==> src/rtl/color_classifier.sv <==
// color_classifier: steps the colour sensor through R/G/B filters,
// captures one count per channel and reports the dominant colour.
module color_classifier #(
   parameter int         SETTLE_CYCLES = 50000,
   parameter logic [7:0] MARGIN        = 8'd10,
   parameter logic [7:0] DARK_THRESH   = 8'd200
) (
   input  logic       clk,
   input  logic       rst_n,
   input  logic       en,
   input  logic [7:0] count_in,
   output logic       s2,
   output logic       s3,
   output logic [7:0] red_val,
   output logic [7:0] green_val,
   output logic [7:0] blue_val,
   output logic [1:0] color,
   output logic       color_valid
);

   localparam int TW = (SETTLE_CYCLES > 2) ? $clog2(SETTLE_CYCLES) : 1;
   localparam logic [TW-1:0] LAST = TW'(SETTLE_CYCLES - 1);

   typedef enum logic [2:0] {
      IDLE   = 3'd0,
      SEL_R  = 3'd1,
      SEL_G  = 3'd2,
      SEL_B  = 3'd3,
      DECIDE = 3'd4
   } state_t;

   state_t        state;
   state_t        state_next;
   logic [TW-1:0] dwell_timer;
   logic          dwell_last;
   logic          in_sel;
   logic [7:0]    r_s;
   logic [7:0]    g_s;
   logic [7:0]    b_s;
   logic          r_win;
   logic          g_win;
   logic          b_win;
   logic [1:0]    color_next;
   logic [1:0]    sel_next;

   assign dwell_last = (dwell_timer == LAST);
   assign in_sel     = (state == SEL_R) || (state == SEL_G) ||
                       (state == SEL_B);

   // State register; reset has priority over everything else.
   always_ff @(posedge clk) begin
      if (!rst_n) begin
         state <= IDLE;
      end else begin
         state <= state_next;
      end
   end

   // Next-state logic: dropping en aborts a frame unless already in DECIDE.
   always_comb begin
      state_next = state;
      unique case (state)
         IDLE: begin
            if (en) state_next = SEL_R;
         end
         SEL_R: begin
            if (!en)             state_next = IDLE;
            else if (dwell_last) state_next = SEL_G;
         end
         SEL_G: begin
            if (!en)             state_next = IDLE;
            else if (dwell_last) state_next = SEL_B;
         end
         SEL_B: begin
            if (!en)             state_next = IDLE;
            else if (dwell_last) state_next = DECIDE;
         end
         DECIDE: begin
            state_next = en ? SEL_R : IDLE;
         end
         default: state_next = IDLE;
      endcase
   end

   // Dwell timer restarts on every state entry and only counts in SEL states.
   always_ff @(posedge clk) begin
      if (!rst_n) begin
         dwell_timer <= '0;
      end else if (!in_sel || (state_next != state)) begin
         dwell_timer <= '0;
      end else begin
         dwell_timer <= dwell_timer + TW'(1);
      end
   end

   // Filter select follows the state being entered, so it flips on entry.
   always_comb begin
      sel_next = 2'b00;
      unique case (state_next)
         SEL_G:   sel_next = 2'b11;
         SEL_B:   sel_next = 2'b01;
         default: sel_next = 2'b00;
      endcase
   end

   // Registered filter select pins.
   always_ff @(posedge clk) begin
      if (!rst_n) begin
         s2 <= 1'b0;
         s3 <= 1'b0;
      end else begin
         s2 <= sel_next[1];
         s3 <= sel_next[0];
      end
   end

   // Shadow capture on the last dwell cycle; an aborted frame clears them.
   always_ff @(posedge clk) begin
      if (!rst_n) begin
         r_s <= '0;
         g_s <= '0;
         b_s <= '0;
      end else if (in_sel && !en) begin
         r_s <= '0;
         g_s <= '0;
         b_s <= '0;
      end else if (dwell_last) begin
         if (state == SEL_R) r_s <= count_in;
         if (state == SEL_G) g_s <= count_in;
         if (state == SEL_B) b_s <= count_in;
      end
   end

   // Winner must be bright enough and clear both rivals by at least MARGIN.
   always_comb begin
      r_win = (r_s < DARK_THRESH) &&
              (g_s > r_s) && ((g_s - r_s) >= MARGIN) &&
              (b_s > r_s) && ((b_s - r_s) >= MARGIN);
      g_win = (g_s < DARK_THRESH) &&
              (r_s > g_s) && ((r_s - g_s) >= MARGIN) &&
              (b_s > g_s) && ((b_s - g_s) >= MARGIN);
      b_win = (b_s < DARK_THRESH) &&
              (r_s > b_s) && ((r_s - b_s) >= MARGIN) &&
              (g_s > b_s) && ((g_s - b_s) >= MARGIN);
      color_next = 2'b00;
      unique case (1'b1)
         r_win:   color_next = 2'b01;
         g_win:   color_next = 2'b10;
         b_win:   color_next = 2'b11;
         default: color_next = 2'b00;
      endcase
   end

   // Publish a completed frame on the edge leaving DECIDE.
   always_ff @(posedge clk) begin
      if (!rst_n) begin
         red_val     <= '0;
         green_val   <= '0;
         blue_val    <= '0;
         color       <= 2'b00;
         color_valid <= 1'b0;
      end else begin
         color_valid <= (state == DECIDE);
         if (state == DECIDE) begin
            red_val   <= r_s;
            green_val <= g_s;
            blue_val  <= b_s;
            color     <= color_next;
         end
      end
   end

endmodule

==> config.mk <==
export PLATFORM = sky130hd
export DESIGN_NAME = color_classifier
export DESIGN_NICKNAME = d
export VERILOG_FILES = /design/src/rtl/color_classifier.sv
export SDC_FILE = /design/constraint.sdc
export NUM_CORES = 1
export LEC_CHECK = 0
export ABC_CLOCK_PERIOD_IN_PS = 3500
export CAP_MARGIN = 10
export CORE_MARGIN = 2
export CORE_UTILIZATION = 52
export CTS_CLUSTER_DIAMETER = 40
export DETAILED_ROUTE_END_ITERATION = 8
export PLACE_DENSITY = 0.73
export SKIP_CTS_REPAIR_TIMING = 1
export SYNTH_ARGS = -nofsm -noshare
export SYNTH_HDL_FRONTEND = slang
export SYNTH_SLANG_ARGS = --single-unit
==> constraint.sdc <==
create_clock -name clk -period 3.5 [get_ports clk]
set_clock_uncertainty 0.2 [all_clocks]
set_input_delay 0.7 -clock clk [delete_from_list [all_inputs] [get_ports clk]]
set_output_delay 0.7 -clock clk [all_outputs]
set_load 0.005 [all_outputs]
==> results.sh <==
export IMPL_cts_made_buffers=9
export IMPL_synth_nets=691
export IMPL_fmax_mhz=347
export IMPL_netlist_instances=625
export IMPL_stdcell_area_um2=5550
export IMPL_drv_slew=0
export IMPL_synth_edf_count=0
export IMPL_finalSetupTns_ns=0
export IMPL_first_pass_iters=5
export IMPL_place_congestion=0.947
export IMPL_die_h_um=101
export IMPL_critical_path_class="flop to flop"
export IMPL_core_area_um2=9200
export IMPL_synth_compound_area_share_pct=22.1
export IMPL_rows=35
export IMPL_relSlewSlack_pct=47.0
export IMPL_ir_worst_vdd_uv=304
export IMPL_holdWs_ns=0.245
export IMPL_final_cell_mix="nand2_1, dfxtp_1, a21oi_1"
export IMPL_yosys_area_share_xor_xnor_pct=6.96
export IMPL_synth_mux_area_share_pct=0.204
export IMPL_place_inst=754
export IMPL_synth_top_cell_by_area="dfxtp_1"
export IMPL_syn_avg_cell_area_um2=7.85
export IMPL_grt_pass1_wl_mm=20.5
export IMPL_cp_max_fo=7
export IMPL_synthAdderAreaFrac_pct=14.9
export IMPL_clock_path_buffers=2
export IMPL_cp_required_ns=3.51
export IMPL_path_clk_slew_ns=0.08
export IMPL_synth_yosys_seq_area_share_pct=29.4
export IMPL_syn_cell_area_um2=4910
export IMPL_async_flop_share_pct=0
export IMPL_finalNetCount=720
export IMPL_ys_ff_latch=72
export IMPL_finalCritPeriodShare_pct=82.4
export IMPL_finalSetupViolations=0
export IMPL_cts_tree="done"
export IMPL_area_growth_pct=13.1
export IMPL_die_area_um2=10200
export IMPL_synth_top_cell_area_share_pct=29.4
export IMPL_htree_levels=3
export IMPL_yosys_area_share_simple_pct=20.4
export IMPL_grt_overflow=0
export IMPL_synthTopCellsByArea="dfxtp_1, ha_1, nand2_1"
export IMPL_wl_mm=12.9
export IMPL_ant_nets=0
export IMPL_clock_latency_ns=0.34
export IMPL_via_per_inst=5.75
export IMPL_place_area_um2=5360
export IMPL_status="finished, final reports clean"
export IMPL_critPathLaunchType="flop"
export IMPL_cts_sinks=72
export IMPL_drive_gt1_share_pct=5.32
export IMPL_rsz0062_at_grt="false"
export IMPL_root_buffer="clkbuf_8"
export IMPL_routedWlPerCell_um=16.8
export IMPL_hold_class="flop to flop"
export IMPL_port_buffers=39
export IMPL_drc=0
export IMPL_yosysWarnings=0
export IMPL_drt_iter0_markers=187
export IMPL_cp_end_kind="flop"
export IMPL_antenna_found_initial=0
export IMPL_p_per_area_nw_per_um2=270
export IMPL_synth_ff_type="dfxtp_1"
export IMPL_ys_types=61
export IMPL_die_w_um=101
export IMPL_insertedDiodeCount=0
export IMPL_io_pins=40
export IMPL_first_global_vias=4208
export IMPL_period_needed_ns=2.88
export IMPL_max_slew_worst_pin_slew_ns=0.794
export IMPL_worst_ep_arrival_time_ns=2.89
export IMPL_leakagePower_nw=2.01
export IMPL_initial_core_util_pct=53.4
export IMPL_grt_max_degree=25
export IMPL_maxCapViolCount=0
export IMPL_vias=4420
export IMPL_dp_hpwl_mm=9.93
export IMPL_grt_use_total_pct=25.5
export IMPL_synth_top_family_by_area="compound AO/OA/AOI/OAI gates"
export IMPL_fin_cells=769
export IMPL_hold_viol=0
export IMPL_final_common_cell="nand2_1"
==> power by group <==
group	total, mW	internal (mW)	switching [mW]
sequential	0.821	0.819	0.00122
combinational	0.0377	0.0172	0.0205
clock	0.637	0.323	0.315
==> worst paths after layout <==
path	end	depth (start not counted)	startpoint	slack [ns]
min	dwell_timer[0]	1	dwell_timer[0]	0.24
max	color[0]	9	r_s[1]	0.62
min reg2reg	dwell_timer[0]	1	dwell_timer[0]	0.24
max reg2reg	color[0]	9	r_s[1]	0.62
==> state kept, by name, indices dropped and copies added (netlist names), 2 cells and up <==
register / count
dwell_timer: 16
state: 3
b_s: 8
r_s: 8
red_val: 8
color: 2
blue_val: 8
green_val: 8
g_s: 8
==> Yosys cell counts (all sizes together) (3+ instances only) <==
cell	instances
and3	8
xor2	16
nand2	115
ha	49
nor3	15
dfxtp	72
a21o	12
o21bai	3
fa	6
clkbuf	15
xnor2	23
o31ai	4
inv	41
o22ai	7
o311ai	3
buf	14
nand2b	5
a21oi	58
nand3	11
o21a	5
nor2b	10
o21ai	31
a21boi	24
nand4	8
nor2	39
==> final cells by class <==
type                            count  area, um^2
Clock inverter                      6        61.3
Tap cell                          111         139
Timing Repair Buffer               47         450
Multi-Input combinational cell    483        3180
Clock buffer                        9         124
Fill cell                         836        3650
Sequential cell                    72        1440
Inverter                           41         154
==> per-layer routing <==
metal,track usage [%],vias up,part of all wire (%)
met3,4.07,42,5.4
met4,10.3,0,3.3
met1,32.9,2053,44
li1,-,2189,-
met2,42.7,136,48
met5,0,-,0
==> worst max-delay path, cell delays in order, from the launching register on <==
cell	delay, ns
dfxtp_1	0.53
inv_1	0.20
ha_1	0.36
nor2b_1	0.16
o21a_1	0.18
o32a_1	0.28
o21ai_0	0.18
o21ai_0	0.12
o311ai_1	0.41
o31ai_1	0.14
==> metrics by stage <==
stage          power [mW]  worst slack (ns)  utilization, %
2_1_floorplan       0.855             0.859               -
3_3_place_gp        0.877             0.641            58.3
3_5_place_dp        0.877             0.641            58.3
4_1_cts              1.50             0.630            60.3
5_1_grt              1.54             0.466            60.3
6_report             1.50             0.615            60.3
==> cells by family after synthesis <==
family / count (synthesis)
simple gates: 221
fa+ha+maj: 55
xor+xnor: 39
mux: 1
buf+inv: 70
compound gates: 167
flops: 72
(Power assumes the default switching activity.)
